<file path="config.mk">
export PLATFORM = sky130hd
export DESIGN_NAME = muldiv_unit
export DESIGN_NICKNAME = d
export VERILOG_FILES = /design/src/rtl/muldiv_pkg.sv /design/src/rtl/muldiv_unit.sv
export SDC_FILE = /design/constraint.sdc
export NUM_CORES = 1
export LEC_CHECK = 0
export BUFFER_PORTS_ARGS = -buffer_cell sky130_fd_sc_hd__buf_2
export CAP_MARGIN = 20
export CORE_MARGIN = 10
export CORE_UTILIZATION = 50
export CTS_CLUSTER_DIAMETER = 30
export DETAILED_ROUTE_END_ITERATION = 6
export PLACE_DENSITY = 0.69
export SLEW_MARGIN = 0
export SYNTH_ARGS = -nofsm -noshare
export SYNTH_HDL_FRONTEND = slang
export SYNTH_SLANG_ARGS = --single-unit
</file>
<file path="constraint.sdc">
create_clock -name clk -period 9.9 [get_ports clk]
set_clock_uncertainty 0.2 [all_clocks]
set_input_delay 1.98 -clock clk [delete_from_list [all_inputs] [get_ports clk]]
set_output_delay 1.98 -clock clk [all_outputs]
set_load 0.01 [all_outputs]
</file>
<file path="src/rtl/muldiv_pkg.sv">
// Shared definitions for the iterative multiply/divide engine: op codes,
// FSM state encodings, iteration count and small op-decode helpers.
package muldiv_pkg;

    // Operation codes shared with the decoder; any other code is not mult/div.
    localparam logic [2:0] OP_MULT  = 3'd4;
    localparam logic [2:0] OP_MULTU = 3'd5;
    localparam logic [2:0] OP_DIV   = 3'd6;
    localparam logic [2:0] OP_DIVU  = 3'd7;

    // Number of shift iterations per operation (one operand bit per cycle).
    localparam int MD_ITER = 32;

    typedef enum logic [1:0] {
        MD_IDLE = 2'd0,
        MD_CALC = 2'd1,
        MD_SIGN = 2'd2,
        MD_DONE = 2'd3
    } md_state_e;

    function automatic logic is_md_op(input logic [2:0] op);
        return (op == OP_MULT) || (op == OP_MULTU) || (op == OP_DIV) || (op == OP_DIVU);
    endfunction

    function automatic logic is_signed_op(input logic [2:0] op);
        return (op == OP_MULT) || (op == OP_DIV);
    endfunction

    function automatic logic is_div_op(input logic [2:0] op);
        return (op == OP_DIV) || (op == OP_DIVU);
    endfunction

endpackage

</file>
<file path="src/rtl/muldiv_unit.sv">
// Iterative 32-bit multiply/divide engine. Operands are reduced to
// magnitudes at acceptance, a shared 64-bit accumulator runs 32 shift-add or
// restoring shift-subtract steps, then a sign stage fixes up the result.
module muldiv_unit
    import muldiv_pkg::*;
(
    input  logic        clk,
    input  logic        rst,
    input  logic        start,
    input  logic [2:0]  op,
    input  logic [31:0] a,
    input  logic [31:0] b,
    input  logic        flush,
    output logic        busy,
    output logic        done,
    output logic [31:0] hi_out,
    output logic [31:0] lo_out
);

    md_state_e   state_q, state_d;
    logic [4:0]  cnt_q, cnt_d;
    logic        is_div_q, is_div_d;
    logic        sign_a_q, sign_a_d;
    logic        sign_b_q, sign_b_d;
    logic        b_zero_q, b_zero_d;
    logic [32:0] mag_a_q, mag_a_d;
    logic [32:0] mag_b_q, mag_b_d;
    logic [63:0] acc_q, acc_d;
    logic        busy_q, busy_d;
    logic        done_q, done_d;
    logic [31:0] hi_q, hi_d;
    logic [31:0] lo_q, lo_d;

    logic        accept;
    logic        in_signed;
    logic [31:0] a_abs, b_abs;
    logic [32:0] mul_sum;
    logic [32:0] div_shift;
    logic        div_ge;
    logic [31:0] div_diff;
    logic [63:0] prod_neg;
    logic [31:0] quo_fix, rem_fix;

    // Operand magnitudes and one step of each iterative datapath.
    always_comb begin
        in_signed = is_signed_op(op);
        a_abs     = (in_signed && a[31]) ? (32'd0 - a) : a;
        b_abs     = (in_signed && b[31]) ? (32'd0 - b) : b;
        accept    = start && is_md_op(op) && ((state_q == MD_IDLE) || (state_q == MD_DONE));

        // Shift-add: conditionally add multiplicand to the upper half, then shift right.
        mul_sum   = {1'b0, acc_q[63:32]} + (acc_q[0] ? mag_a_q : 33'd0);
        // Restoring divide: partial remainder shifted left with next dividend bit.
        div_shift = {acc_q[63:32], acc_q[31]};
        div_ge    = (div_shift >= mag_b_q);
        // The true difference is below the divisor, so 32 bits hold it exactly.
        div_diff  = div_shift[31:0] - mag_b_q[31:0];

        prod_neg  = 64'd0 - acc_q;
        quo_fix   = (sign_a_q ^ sign_b_q) ? (32'd0 - acc_q[31:0]) : acc_q[31:0];
        rem_fix   = sign_a_q ? (32'd0 - acc_q[63:32]) : acc_q[63:32];
    end

    // Next-state logic for the control FSM and the shared accumulator.
    always_comb begin
        state_d  = state_q;
        cnt_d    = cnt_q;
        is_div_d = is_div_q;
        sign_a_d = sign_a_q;
        sign_b_d = sign_b_q;
        b_zero_d = b_zero_q;
        mag_a_d  = mag_a_q;
        mag_b_d  = mag_b_q;
        acc_d    = acc_q;
        hi_d     = hi_q;
        lo_d     = lo_q;

        if (flush) begin
            // Abort without touching the held result.
            state_d = MD_IDLE;
        end else begin
            case (state_q)
                MD_CALC: begin
                    cnt_d = cnt_q + 5'd1;
                    if (is_div_q) begin
                        acc_d = {(div_ge ? div_diff : div_shift[31:0]), acc_q[30:0], div_ge};
                    end else begin
                        acc_d = {mul_sum, acc_q[31:1]};
                    end
                    if (cnt_q == 5'(MD_ITER - 1)) begin
                        state_d = MD_SIGN;
                    end
                end
                MD_SIGN: begin
                    if (is_div_q) begin
                        hi_d = rem_fix;
                        lo_d = b_zero_q ? 32'hFFFF_FFFF : quo_fix;
                    end else if (sign_a_q ^ sign_b_q) begin
                        {hi_d, lo_d} = prod_neg;
                    end else begin
                        {hi_d, lo_d} = acc_q;
                    end
                    state_d = MD_DONE;
                end
                default: begin
                    // IDLE and DONE both accept a new request; DONE otherwise falls back to IDLE.
                    if (accept) begin
                        state_d  = MD_CALC;
                        cnt_d    = 5'd0;
                        is_div_d = is_div_op(op);
                        sign_a_d = in_signed && a[31];
                        sign_b_d = in_signed && b[31];
                        b_zero_d = (b == 32'd0);
                        mag_a_d  = {1'b0, a_abs};
                        mag_b_d  = {1'b0, b_abs};
                        acc_d    = is_div_op(op) ? {32'd0, a_abs} : {32'd0, b_abs};
                    end else begin
                        state_d = MD_IDLE;
                    end
                end
            endcase
        end

        busy_d = (state_d == MD_CALC) || (state_d == MD_SIGN);
        done_d = (state_d == MD_DONE);
    end

    // State and output registers with synchronous reset.
    always_ff @(posedge clk) begin
        if (rst) begin
            state_q  <= MD_IDLE;
            cnt_q    <= 5'd0;
            is_div_q <= 1'b0;
            sign_a_q <= 1'b0;
            sign_b_q <= 1'b0;
            b_zero_q <= 1'b0;
            mag_a_q  <= 33'd0;
            mag_b_q  <= 33'd0;
            acc_q    <= 64'd0;
            busy_q   <= 1'b0;
            done_q   <= 1'b0;
            hi_q     <= 32'd0;
            lo_q     <= 32'd0;
        end else begin
            state_q  <= state_d;
            cnt_q    <= cnt_d;
            is_div_q <= is_div_d;
            sign_a_q <= sign_a_d;
            sign_b_q <= sign_b_d;
            b_zero_q <= b_zero_d;
            mag_a_q  <= mag_a_d;
            mag_b_q  <= mag_b_d;
            acc_q    <= acc_d;
            busy_q   <= busy_d;
            done_q   <= done_d;
            hi_q     <= hi_d;
            lo_q     <= lo_d;
        end
    end

    assign busy   = busy_q;
    assign done   = done_q;
    assign hi_out = hi_q;
    assign lo_out = lo_q;

endmodule

</file>
==> impl_results.rst, run 1 <==
.. list-table::
   :header-rows: 1

   * - Metric
     - Value
   * - Status
     - finished, final reports clean
   * - Remaining design rule violation count
     - 0
   * - Critical-path cell with the highest stage delay
     - nand2_1
   * - Number of antenna violations at the first check in global routing
     - 0
   * - Largest net degree at the start of global routing
     - 87
   * - Worst Setup Start Kind
     - input pin
   * - Most used flip-flop cell after synthesis
     - dfxtp_1
   * - Iteration count of the initial detailed-routing pass
     - 6
   * - Most area-consuming cells after synthesis
     - dfxtp_1 27%, a211oi_1 7.1%, ha_1 6.0%
   * - Synth unique cells
     - 77
   * - Internal portion of total power
     - 2030 uW
   * - Min-Delay Path Class
     - reg -> reg
   * - RSZ-0062 raised after global routing
     - false
   * - Post-CTS setup repair buffer count
     - 0
   * - Wire length of the first global-routing pass
     - around 80000 um
   * - Top-level I/O count
     - 137
   * - Die height
     - 194 um
   * - Worst-skew pair later-pin latency
     - 560 ps
   * - Clock tree from TritonCTS
     - done
   * - Clock slew seen by the registers of the worst setup and hold paths
     - 40 ps
   * - PwrDens
     - between 150 and 200 mW/mm^2
   * - Detailed-placement wirelength estimate
     - roughly 39000 um
   * - Leading area contributor after synthesis
     - dfxtp_1
   * - Number of enable-type register cells in the synthesized netlist
     - 0
   * - Worst Hold Launch
     - hi_out[29]
   * - Count of filler cells inserted in the layout
     - 2769
   * - Vias
     - 15160
   * - Crit-path cells
     - buf_2 -> a31oi_1 -> nor3_2 -> buf_4 -> nand2_1 -> nor2_1 -> nand2_1 -> a211o_1 -> nand3_1
   * - Final critical-path share of the clock period
     - 47.6%
   * - CTS Buf Count
     - 49
   * - Resized Gates After CTS
     - 0
   * - Post-route total power
     - 2830 uW
   * - Nets
     - between 2000 and 2500
   * - Fraction of the yosys area taken by sequential cells
     - 27.0%
   * - Count of final max-slew check failures
     - 0
   * - Worst-Margin Slew
     - 1060 ps
   * - Number of levels in the clock H-tree
     - 2
   * - Avg Vias per Cell
     - between 6 and 7
   * - Layout cells sized above 1
     - 14.2%
   * - Initial core utilization
     - 51.0%
   * - Most used standard cell by instance count after synthesis
     - nor2_1
   * - Number of antenna diodes
     - 0
   * - Category of the critical setup timing path
     - in -> reg
   * - Bufs on Longest Clock Path
     - 3
   * - Rows
     - between 60 and 70
   * - Reported net switching power
     - 801 uW
   * - Synthesized area
     - 0.0152 mm^2
   * - Global route overflow
     - 0
   * - Worst Path Max Fanout
     - 40
   * - Die area
     - around 0.038 mm^2
   * - Number of max-cap violations
     - 0
   * - Proportion of total power due to net switching
     - 28.3%
   * - Synth top area share
     - 27.0%
   * - Final antenna-violating net count
     - 0
   * - Vias in the first global route
     - 14252
   * - Wire length per cell
     - 20.9 um
   * - Final TNS setup
     - 0 ps
   * - Top delay family on crit path
     - simple AND/OR/NAND/NOR gates
   * - Relative contribution of the clock network to total power
     - 56.0%
   * - Type of element capturing the critical path
     - flip-flop
   * - Root Buffer Master
     - clkbuf_16
   * - Total of endpoints with negative setup slack in the final report
     - 0
   * - CP max stage delay
     - just under 600 ps
   * - Maximum frequency from static timing analysis
     - 212 MHz
   * - Overall routed net length
     - about 52000 um
   * - All-layer global routing usage
     - approximately a quarter
   * - Area growth from synthesis to layout
     - 15.7%
   * - Proportion of power drawn by flip-flops and latches
     - a little under a third
   * - Start point of the critical path
     - op[2]
   * - Weighted congestion reported at the end of routability-driven placement
     - 0.983
   * - Crit path top cell by count
     - nand2_1
   * - Mean instance size in the synthesized netlist
     - 7.72 um^2
   * - Time the final worst path needs with I/O delays and setup
     - 4710 ps
   * - Quantity of I/O buffers inserted on ports
     - 136
   * - Multi-input combinational cell area
     - 0.0103 mm^2
   * - Core outline area
     - 0.0298 mm^2
   * - CP Data Arrival Time
     - 4990 ps
   * - Proportion of register bits with asynchronous set or reset after synthesis
     - 0%
   * - Nets in the synthesized netlist
     - 2113
   * - DRT iter0 DRCs
     - approximately 1300
   * - Die span in x
     - around 190 um
   * - Leak Pwr
     - about 0.0070 uW
   * - Relative max-transition margin
     - 29.1%
   * - Yosys warning count
     - 0
   * - Combinational cell fraction of total power
     - roughly an eighth
   * - Area taken by flip-flops and latches
     - 0.00411 mm^2
   * - CTS hold repair buffers
     - 0
   * - List of most frequent post-synthesis cells
     - 239 x nor2_1, 205 x dfxtp_1, 159 x nand2_1
   * - CTS Sinks
     - ~210
   * - Beginning of the worst register-to-register path
     - acc_q[36]
   * - Required time of the critical path
     - 10180 ps
   * - Crit path buffers/inverters
     - 2
   * - Number of hold violations in the final report
     - 0
   * - Cell count after synthesis
     - 1967
   * - Number of synthesized register bits
     - 205
   * - Maximum ir drop on the vdd rail
     - 0.145 mV
==> final timing paths <==
kind | to | slack (ps) | cells after the start
setup / recovery | acc_q[62] | 5190 | 9
hold / removal | hi_out[29] | 250 | 2
setup reg to reg | acc_q[48] | 5190 | 12
hold reg to reg | hi_out[29] | 250 | 2
==> flip-flops by register name, indices dropped and copies added (netlist names), 2 cells and up <==
signal   count
cnt_q        5
acc_q       64
state_q      2
mag_b_q     32
mag_a_q     32
hi_out      32
lo_out      32
==> power groups by stage <==
stage               registers (uW)  clock network (uW)  logic [uW]
global placement               888                   0         358
CTS                            873                1590         366
detailed placement             888                   0         363
finish                         875                1590         373
global route                   875                1640         404
floorplan                      876                   0         262
==> per-layer routing <==
layer	GRT usage [%]	up-vias	routed length, um	share of wire [%]
met2	40.9	644	23100	45
met5	0	-	0	0
met4	12.9	0	2580	5.0
met1	33.3	7082	21800	42
met3	4.25	132	4220	8.2
li1	-	7302	-	-
==> worst register-to-register path, delay by kind of cell (launching register included) <==
family	cells	cell delay [ps]
AOI/OAI and AO/OA	6	2290
muxes	1	230
adders and majority gates	1	360
and+or+nand+nor	3	590
DFF	1	570
buffers and inverters	1	340
==> final cells by class <==
class / count / share of cell area, %
clock buffers: 58 / 7.40
clock inverters: 32 / 2.07
inverters: 63 / 1.35
multi-input cells: 1572 / 58.4
flip-flops and latches: 205 / 23.4
well taps: 390 / 2.78
repair buffers: 153 / 4.62
==> logic make-up (layout without fill, tap and decap cells) <==
kind of cell / after synthesis / count (layout) / share of synthesized area, %
AO/OA/AOI/OAI: 599 / 599 / 25.9
XOR/XNOR: 165 / 165 / 9.51
adder cells (fa/ha/maj): 75 / 75 / 6.28
buffers and inverters: 190 / 306 / 5.67
flip-flops: 205 / 205 / 27.0
multiplexers: 73 / 73 / 4.98
AND/OR/NAND/NOR: 660 / 660 / 20.7
==> stage by stage <==
step	hold WS (ps)	utilization [%]	std cells	setup slack (ps)	cell area, um^2
3_5_place_dp	244	53.4	2383	4750	15900
4_1_cts	249	59.0	2473	5290	17600
6_report	246	59.0	2473	5190	17600
5_1_grt	270	59.0	2473	4950	17600
3_3_place_gp	236	53.4	2383	4830	15900
2_1_floorplan	232	-	1967	5400	15200
==> cells in the final DEF (no fill, tap or decap), drive strengths merged, types with 16 or more instances in the layout <==
cell type / netlist / layout
a211oi: 144 / 144
a21o: 34 / 34
a21oi: 151 / 151
a22oi: 19 / 19
a31oi: 18 / 18
and2: 36 / 36
and3: 21 / 21
buf: 15 / 153
clkbuf: 107 / 58
dfxtp: 205 / 205
ha: 73 / 73
inv: 63 / 64
mux2: 20 / 20
mux2i: 53 / 53
nand2: 160 / 160
nand2b: 16 / 16
nand3: 26 / 26
nor2: 240 / 240
nor2b: 19 / 19
nor3: 52 / 52
nor4: 24 / 24
o211ai: 19 / 19
o21ai: 112 / 112
o31ai: 18 / 18
or3: 21 / 21
xnor2: 95 / 95
xor2: 70 / 70
Power figures use the tool's default switching activity.
==> inputs of run 2 (changes only) <==
==> constraint.sdc (replaced) <==
create_clock -name clk -period 4.5 [get_ports clk]
set_clock_uncertainty 0.2 [all_clocks]
set_input_delay 0.9 -clock clk [delete_from_list [all_inputs] [get_ports clk]]
set_output_delay 0.9 -clock clk [all_outputs]
set_load 0.01 [all_outputs]
==> impl_results.rst, run 2 (same netlist as run 1, synthesis figures left out) <==
.. list-table::
   :header-rows: 1

   * - Metric
     - Value
   * - Initial core utilization
     - 51.0% (unchanged)
   * - Total of endpoints with negative setup slack in the final report
     - 0 (unchanged)
   * - Crit-path cells
     - inv_1 -> ha_1 -> nand2_1 -> or2_2 -> a31oi_1 -> a2111oi_0 -> nor2_1 -> a21oi_1 -> buf_4 -> a211oi_1 -> o21a_1 -> buf_4 -> mux2i_1 -> o21ai_0
   * - Leak Pwr
     - 0.00733 uW (+4.3%)
   * - Rows
     - 63 (unchanged)
   * - Relative max-transition margin
     - 31.6% (+2.4 points)
   * - Min-Delay Path Class
     - reg -> reg
   * - Worst path setup slack after routing
     - 592 ps (-4600 ps)
   * - Critical-path cell with the highest stage delay
     - o21a_1
   * - Maximum ir drop on the vdd rail
     - 0.315 mV (+120%)
   * - Reported net switching power
     - 1830 uW (+130%)
   * - Worst Setup Start Kind
     - flip-flop
   * - Root Buffer Master
     - clkbuf_16
   * - Post-route total power
     - 6370 uW (+120%)
   * - Iteration count of the initial detailed-routing pass
     - 5 (-1)
   * - Worst-skew pair later-pin latency
     - 580 ps (+20 ps)
   * - Final antenna-violating net count
     - 0 (unchanged)
   * - Category of the critical setup timing path
     - reg -> reg
   * - Remaining design rule violation count
     - 0 (unchanged)
   * - Status
     - finished, final reports clean
   * - CP max stage delay
     - 440 ps (-150 ps)
   * - Resized Gates After CTS
     - 0 (unchanged)
   * - Type of element capturing the critical path
     - flip-flop
   * - Area growth from synthesis to layout
     - 18.4%
   * - DRT iter0 DRCs
     - 1286 (-2.0%)
   * - CTS hold repair buffers
     - 0 (unchanged)
   * - Relative contribution of the clock network to total power
     - 56.6% (+0.6 points)
   * - Clock tree from TritonCTS
     - done
   * - Wire length per cell
     - 20.8 um (-0.20%)
   * - All-layer global routing usage
     - 26.4% (+0.57 points)
   * - Layout cells sized above 1
     - 16.2% (+2.0 points)
   * - Start point of the critical path
     - mag_b_q[12]
   * - Wire length of the first global-routing pass
     - 81800 um (+2.4%)
   * - Most flop-heavy register
     - acc_q
   * - Commonest non-fill, non-tap cell in the layout
     - nor2_1
   * - Count of final max-slew check failures
     - 0 (unchanged)
   * - Overall routed net length
     - 52500 um (+1.7%)
   * - Setup Slack @ Placement
     - 604 ps (-4150 ps)
   * - Combinational cell fraction of total power
     - 13.3% (about the same)
   * - Final cell count without fillers
     - 2521 (+1.9%)
   * - Number of antenna violations at the first check in global routing
     - 0 (unchanged)
   * - Final TNS setup
     - 0 ps (unchanged)
   * - Internal portion of total power
     - 4540 uW (+120%)
   * - Worst-Margin Slew
     - 1030 ps (-31.2 ps)
   * - CTS Sinks
     - 205 (unchanged)
   * - Depth of the worst register-to-register path
     - 14 (+2)
   * - Crit path buffers/inverters
     - 3 (+1)
   * - Nets
     - 2236 (+2.1%)
   * - Final critical-path share of the clock period
     - 86.8%
   * - Vias
     - 15533 (+2.5%)
   * - RSZ-0062 raised after global routing
     - false
   * - Post-CTS setup repair buffer count
     - 0 (unchanged)
   * - Vias in the first global route
     - 14762 (+3.6%)
   * - Bufs on Longest Clock Path
     - 3 (unchanged)
   * - Largest net degree at the start of global routing
     - 99 (+14%)
   * - Proportion of total power due to net switching
     - 28.7% (+0.45 points)
   * - Hold-critical path depth
     - 2 (unchanged)
   * - Die height
     - 194 um (unchanged)
   * - Crit path top cell by count
     - buf_4
   * - Top delay family on crit path
     - compound AO/OA/AOI/OAI gates
   * - Quantity of I/O buffers inserted on ports
     - 136 (unchanged)
   * - Number of max-cap violations
     - 0 (unchanged)
   * - Proportion of power drawn by flip-flops and latches
     - 30.1% (-0.8 points)
   * - Critical path depth
     - 14 (+5)
   * - Final Hold Slack
     - 249 ps (+2.80 ps)
   * - Clock slew seen by the registers of the worst setup and hold paths
     - 50 ps (about the same)
   * - Beginning of the worst register-to-register path
     - mag_b_q[12]
   * - Number of hold violations in the final report
     - 0 (unchanged)
   * - Top library cells by usage in the layout, fill and taps aside
     - 238 x nor2_1, 204 x dfxtp_1, 159 x nand2_1, 150 x a21oi_1, 144 x a211oi_1
   * - PwrDens
     - 354 mW/mm^2 (+120%)
   * - Global route overflow
     - 0 (unchanged)
   * - Detailed-placement wirelength estimate
     - 39800 um (+2.5%)
   * - Flip-flop count of the largest register, all copies and words added
     - 64 (unchanged)
   * - Worst Path Max Fanout
     - 12 (-70%)
   * - Core outline area
     - 0.0298 mm^2 (unchanged)
   * - Required time of the critical path
     - 4730 ps (-5450 ps)
   * - Time the final worst path needs with I/O delays and setup
     - 3910 ps
   * - Maximum frequency from static timing analysis
     - 256 MHz
   * - Worst Hold Launch
     - mag_a_q[10]
   * - CTS Buf Count
     - 50 (+2.0%)
   * - Weighted congestion reported at the end of routability-driven placement
     - 1.04 (+6.2%)
   * - Avg Vias per Cell
     - 6.16 (+0.51%)
   * - Top-level I/O count
     - 137 (unchanged)
   * - Placed insts
     - 2427 (+1.8%)
   * - Die span in x
     - 194 um (unchanged)
   * - CP Data Arrival Time
     - 4140 ps (-850 ps)
   * - Die area
     - 0.0378 mm^2 (unchanged)
   * - Number of levels in the clock H-tree
     - 2 (unchanged)
## run 2: final cells by class
type	instances	area [um^2]
Inverter	63	236
Timing Repair Buffer	198	1170
Tap cell	390	488
Multi-Input combinational cell	1572	10300
Sequential cell	205	4110
Fill cell	2711	11800
Antenna cell	1	2.50
Clock buffer	59	1360
Clock inverter	33	362
## run 2: tightest hold or removal path, cell delays in order, from the launching register on
cell,delay [ps]
dfxtp_1,300
nand2_1,50
a21oi_1,50
## run 2: final timing paths
path | slack, ps | to
hold / removal | 250 | mag_a_q[10]
hold reg to reg | 250 | mag_a_q[10]
setup / recovery | 590 | acc_q[35]
setup reg to reg | 590 | acc_q[35]
## run 2: metrics by stage
step                utilization (%)  cell area (um^2)
floorplan                         -             15200
global placement               54.6             16300
detailed placement             54.6             16300
CTS                            60.3             18000
global route                   60.4             18000
finish                         60.4             18000
## run 2: power by group through the flow
stage | Sequential, uW | Clock, uW | Combinational (uW)
2_1_floorplan | 1930 | 0 | 577
3_3_place_gp | 1950 | 0 | 817
3_5_place_dp | 1950 | 0 | 825
4_1_cts | 1920 | 3620 | 831
5_1_grt | 1920 | 3720 | 915
6_report | 1920 | 3600 | 849
## run 2: routing by layer
layer	vias up	GRT usage, %	share of wire (%)
met5	-	0	0
met4	0	15.2	5.9
met3	174	4.58	8.3
met2	687	41.7	44
met1	7276	33.3	41
li1	7396	-	-
==> inputs of run 3 (changes only) <==
--- a/config.mk
+++ b/config.mk
@@ -8,10 +8,10 @@
 export BUFFER_PORTS_ARGS = -buffer_cell sky130_fd_sc_hd__buf_2
 export CAP_MARGIN = 20
 export CORE_MARGIN = 10
-export CORE_UTILIZATION = 50
+export CORE_UTILIZATION = 60
 export CTS_CLUSTER_DIAMETER = 30
 export DETAILED_ROUTE_END_ITERATION = 6
-export PLACE_DENSITY = 0.69
+export PLACE_DENSITY = 0.8
 export SLEW_MARGIN = 0
 export SYNTH_ARGS = -nofsm -noshare
 export SYNTH_HDL_FRONTEND = slang
==> impl_results.rst, run 3 (same netlist as run 1, synthesis figures left out) <==
.. list-table::
   :header-rows: 1

   * - Metric
     - Value
   * - Status
     - finished, final reports clean
   * - Layout cells sized above 1
     - 16.3% (+0.056 points)
   * - Worst Path Max Fanout
     - 16 (+4)
   * - Number of antenna diodes
     - 0 (-1)
   * - Iteration count of the initial detailed-routing pass
     - 6 (+1)
   * - Wire length per cell
     - 21.1 um (+1.1%)
   * - Worst-Margin Slew
     - 1090 ps (+58.3 ps)
   * - Crit-path cells
     - inv_1 -> ha_1 -> nand2_1 -> or2_2 -> a31oi_1 -> o21ai_0 -> nor2_1 -> a21oi_1 -> a211oi_1 -> o21a_1 -> buf_4 -> mux2i_1 -> o21ai_0
   * - Worst Setup Start Kind
     - flip-flop
   * - Area growth from synthesis to layout
     - 18.0%
   * - Initial core utilization
     - 60.7% (+9.7 points)
   * - Type of element capturing the critical path
     - flip-flop
   * - Quantity of I/O buffers inserted on ports
     - 136 (unchanged)
   * - Number of max-cap violations
     - 0 (unchanged)
   * - CTS hold repair buffers
     - 0 (unchanged)
   * - Die area
     - 0.0321 mm^2 (-15%)
   * - Core outline area
     - 0.0250 mm^2 (-16%)
   * - Relative max-transition margin
     - 27.4% (-4.1 points)
   * - Detailed-placement wirelength estimate
     - 39300 um (-1.3%)
   * - Crit path buffers/inverters
     - 2 (-1)
   * - Post-route total power
     - 6360 uW (-0.18%)
   * - Final TNS setup
     - 0 ps (unchanged)
   * - Required time of the critical path
     - 4700 ps (-30 ps)
   * - Count of final max-slew check failures
     - 0 (unchanged)
   * - Number of antenna violations at the first check in global routing
     - 0 (unchanged)
   * - Maximum frequency from static timing analysis
     - 243 MHz (-5.1%)
   * - Wire length of the first global-routing pass
     - 80700 um (-1.4%)
   * - Number of levels in the clock H-tree
     - 2 (unchanged)
   * - Bufs on Longest Clock Path
     - 3 (unchanged)
   * - Proportion of total power due to net switching
     - 28.7% (-0.043 points)
   * - Min-Delay Path Class
     - reg -> reg
   * - PwrDens
     - 355 mW/mm^2 (+0.14%)
   * - Commonest non-fill, non-tap cell in the layout
     - nor2_1
   * - Category of the critical setup timing path
     - reg -> reg
   * - Final critical-path share of the clock period
     - 91.5% (+4.6 points)
   * - Met2 wire length
     - 23500 um (+0.85%)
   * - CP max stage delay
     - 760 ps (+320 ps)
   * - Time the final worst path needs with I/O delays and setup
     - 4120 ps (+209 ps)
   * - Highest Signal Layer
     - met4
   * - Met3 WL post-DR
     - 4850 um (+11%)
   * - Relative contribution of the clock network to total power
     - 56.5% (about the same)
   * - Global route overflow
     - 0 (unchanged)
   * - Remaining design rule violation count
     - 0 (unchanged)
   * - Top delay family on crit path
     - compound AO/OA/AOI/OAI gates
   * - Detailed-route wire length on metal 1
     - 20700 um (-4.9%)
   * - Top-level I/O count
     - 137 (unchanged)
   * - All-layer global routing usage
     - 31.5% (+5.1 points)
   * - Vias
     - 15582 (+0.32%)
   * - Nets
     - 2240 (+0.18%)
   * - Overall routed net length
     - 51900 um (-1.2%)
   * - CP Data Arrival Time
     - 4320 ps (+180 ps)
   * - Largest net degree at the start of global routing
     - 86 (-13%)
   * - Vias in the first global route
     - 14918 (+1.1%)
   * - Die span in x
     - 179 um (-7.8%)
   * - Number of hold violations in the final report
     - 0 (unchanged)
   * - CTS Buf Count
     - 50 (unchanged)
   * - Leak Pwr
     - 0.00732 uW (-0.12%)
   * - Final antenna-violating net count
     - 0 (unchanged)
   * - Most flop-heavy register
     - acc_q
   * - DRT iter0 DRCs
     - 1568 (+22%)
   * - Internal portion of total power
     - 4530 uW (-0.12%)
   * - Crit path top cell by count
     - o21ai_0
   * - Die height
     - 179 um (-7.8%)
   * - Avg Vias per Cell
     - 6.32 (+2.6%)
   * - Maximum ir drop on the vdd rail
     - 0.297 mV (-5.9%)
   * - RSZ-0062 raised after global routing
     - false
   * - Total of endpoints with negative setup slack in the final report
     - 0 (unchanged)
   * - Top library cells by usage in the layout, fill and taps aside
     - 238 x nor2_1, 204 x dfxtp_1, 159 x nand2_1, 150 x a21oi_1, 144 x a211oi_1
   * - CTS Sinks
     - 205 (unchanged)
   * - Weighted congestion reported at the end of routability-driven placement
     - 1.02 (-2.0%)
   * - Flip-flop count of the largest register, all copies and words added
     - 64 (unchanged)
   * - Root Buffer Master
     - clkbuf_16
   * - Worst-skew pair later-pin latency
     - 550 ps (-30 ps)
   * - Combinational cell fraction of total power
     - 13.4% (about the same)
   * - Resized Gates After CTS
     - 0 (unchanged)
   * - Critical-path cell with the highest stage delay
     - o21a_1
   * - Post-CTS setup repair buffer count
     - 0 (unchanged)
   * - Clock slew seen by the registers of the worst setup and hold paths
     - 40 ps (about the same)
   * - Rows
     - 58 (-7.9%)
   * - Proportion of power drawn by flip-flops and latches
     - 30.1% (about the same)
   * - Reported net switching power
     - 1820 uW (-0.33%)
   * - Clock tree from TritonCTS
     - done
run 3: area by class of cell:
type / count / area [um^2]
Inverter: 63 / 236
Fill cell: 2095 / 7110
Sequential cell: 205 / 4110
Clock buffer: 61 / 1350
Tap cell: 330 / 413
Multi-Input combinational cell: 1572 / 10300
Timing Repair Buffer: 202 / 1200
Clock inverter: 32 / 353
run 3: power by group through the flow:
stage | Combinational, uW | Clock, uW | Sequential [uW]
4_1_cts | 831 | 3600 | 1910
3_5_place_dp | 821 | 0 | 1950
3_3_place_gp | 810 | 0 | 1940
5_1_grt | 911 | 3710 | 1920
2_1_floorplan | 577 | 0 | 1930
6_report | 851 | 3590 | 1910
run 3: through the flow:
| step | util, % | worst slack (ps) | area [um^2] | cells | hold WS (ps) |
|---|---|---|---|---|---|
| after floorplan | - | 1080 | 15200 | 1967 | 232 |
| after global placement | 64.8 | 545 | 16200 | 2372 | 236 |
| after detailed placement | 64.8 | 444 | 16200 | 2372 | 244 |
| after CTS | 71.6 | 420 | 17900 | 2465 | 251 |
| after global routing | 71.6 | 62.8 | 17900 | 2465 | 270 |
| final | 71.6 | 383 | 17900 | 2465 | 252 |
run 3: worst paths after layout:
path / startpoint / cells past startpoint / slack [ps] / endpoint
hold reg to reg: mag_a_q[24] / 2 / 250 / mag_a_q[24]
hold / removal: mag_a_q[24] / 2 / 250 / mag_a_q[24]
setup / recovery: mag_b_q[12] / 13 / 380 / acc_q[45]
setup reg to reg: mag_b_q[12] / 13 / 380 / acc_q[45]
run 3: worst min-delay path, cell delays in order (launching register included):
cell and delay [ps]:
dfxtp_1 300, nand2_1 50, a21oi_1 50
run 3: per-layer routing:
layer	vias up	GRT usage, %
met5	-	0
met4	0	18.3
met1	7231	38.8
met2	773	50.3
met3	159	6.34
li1	7419	-
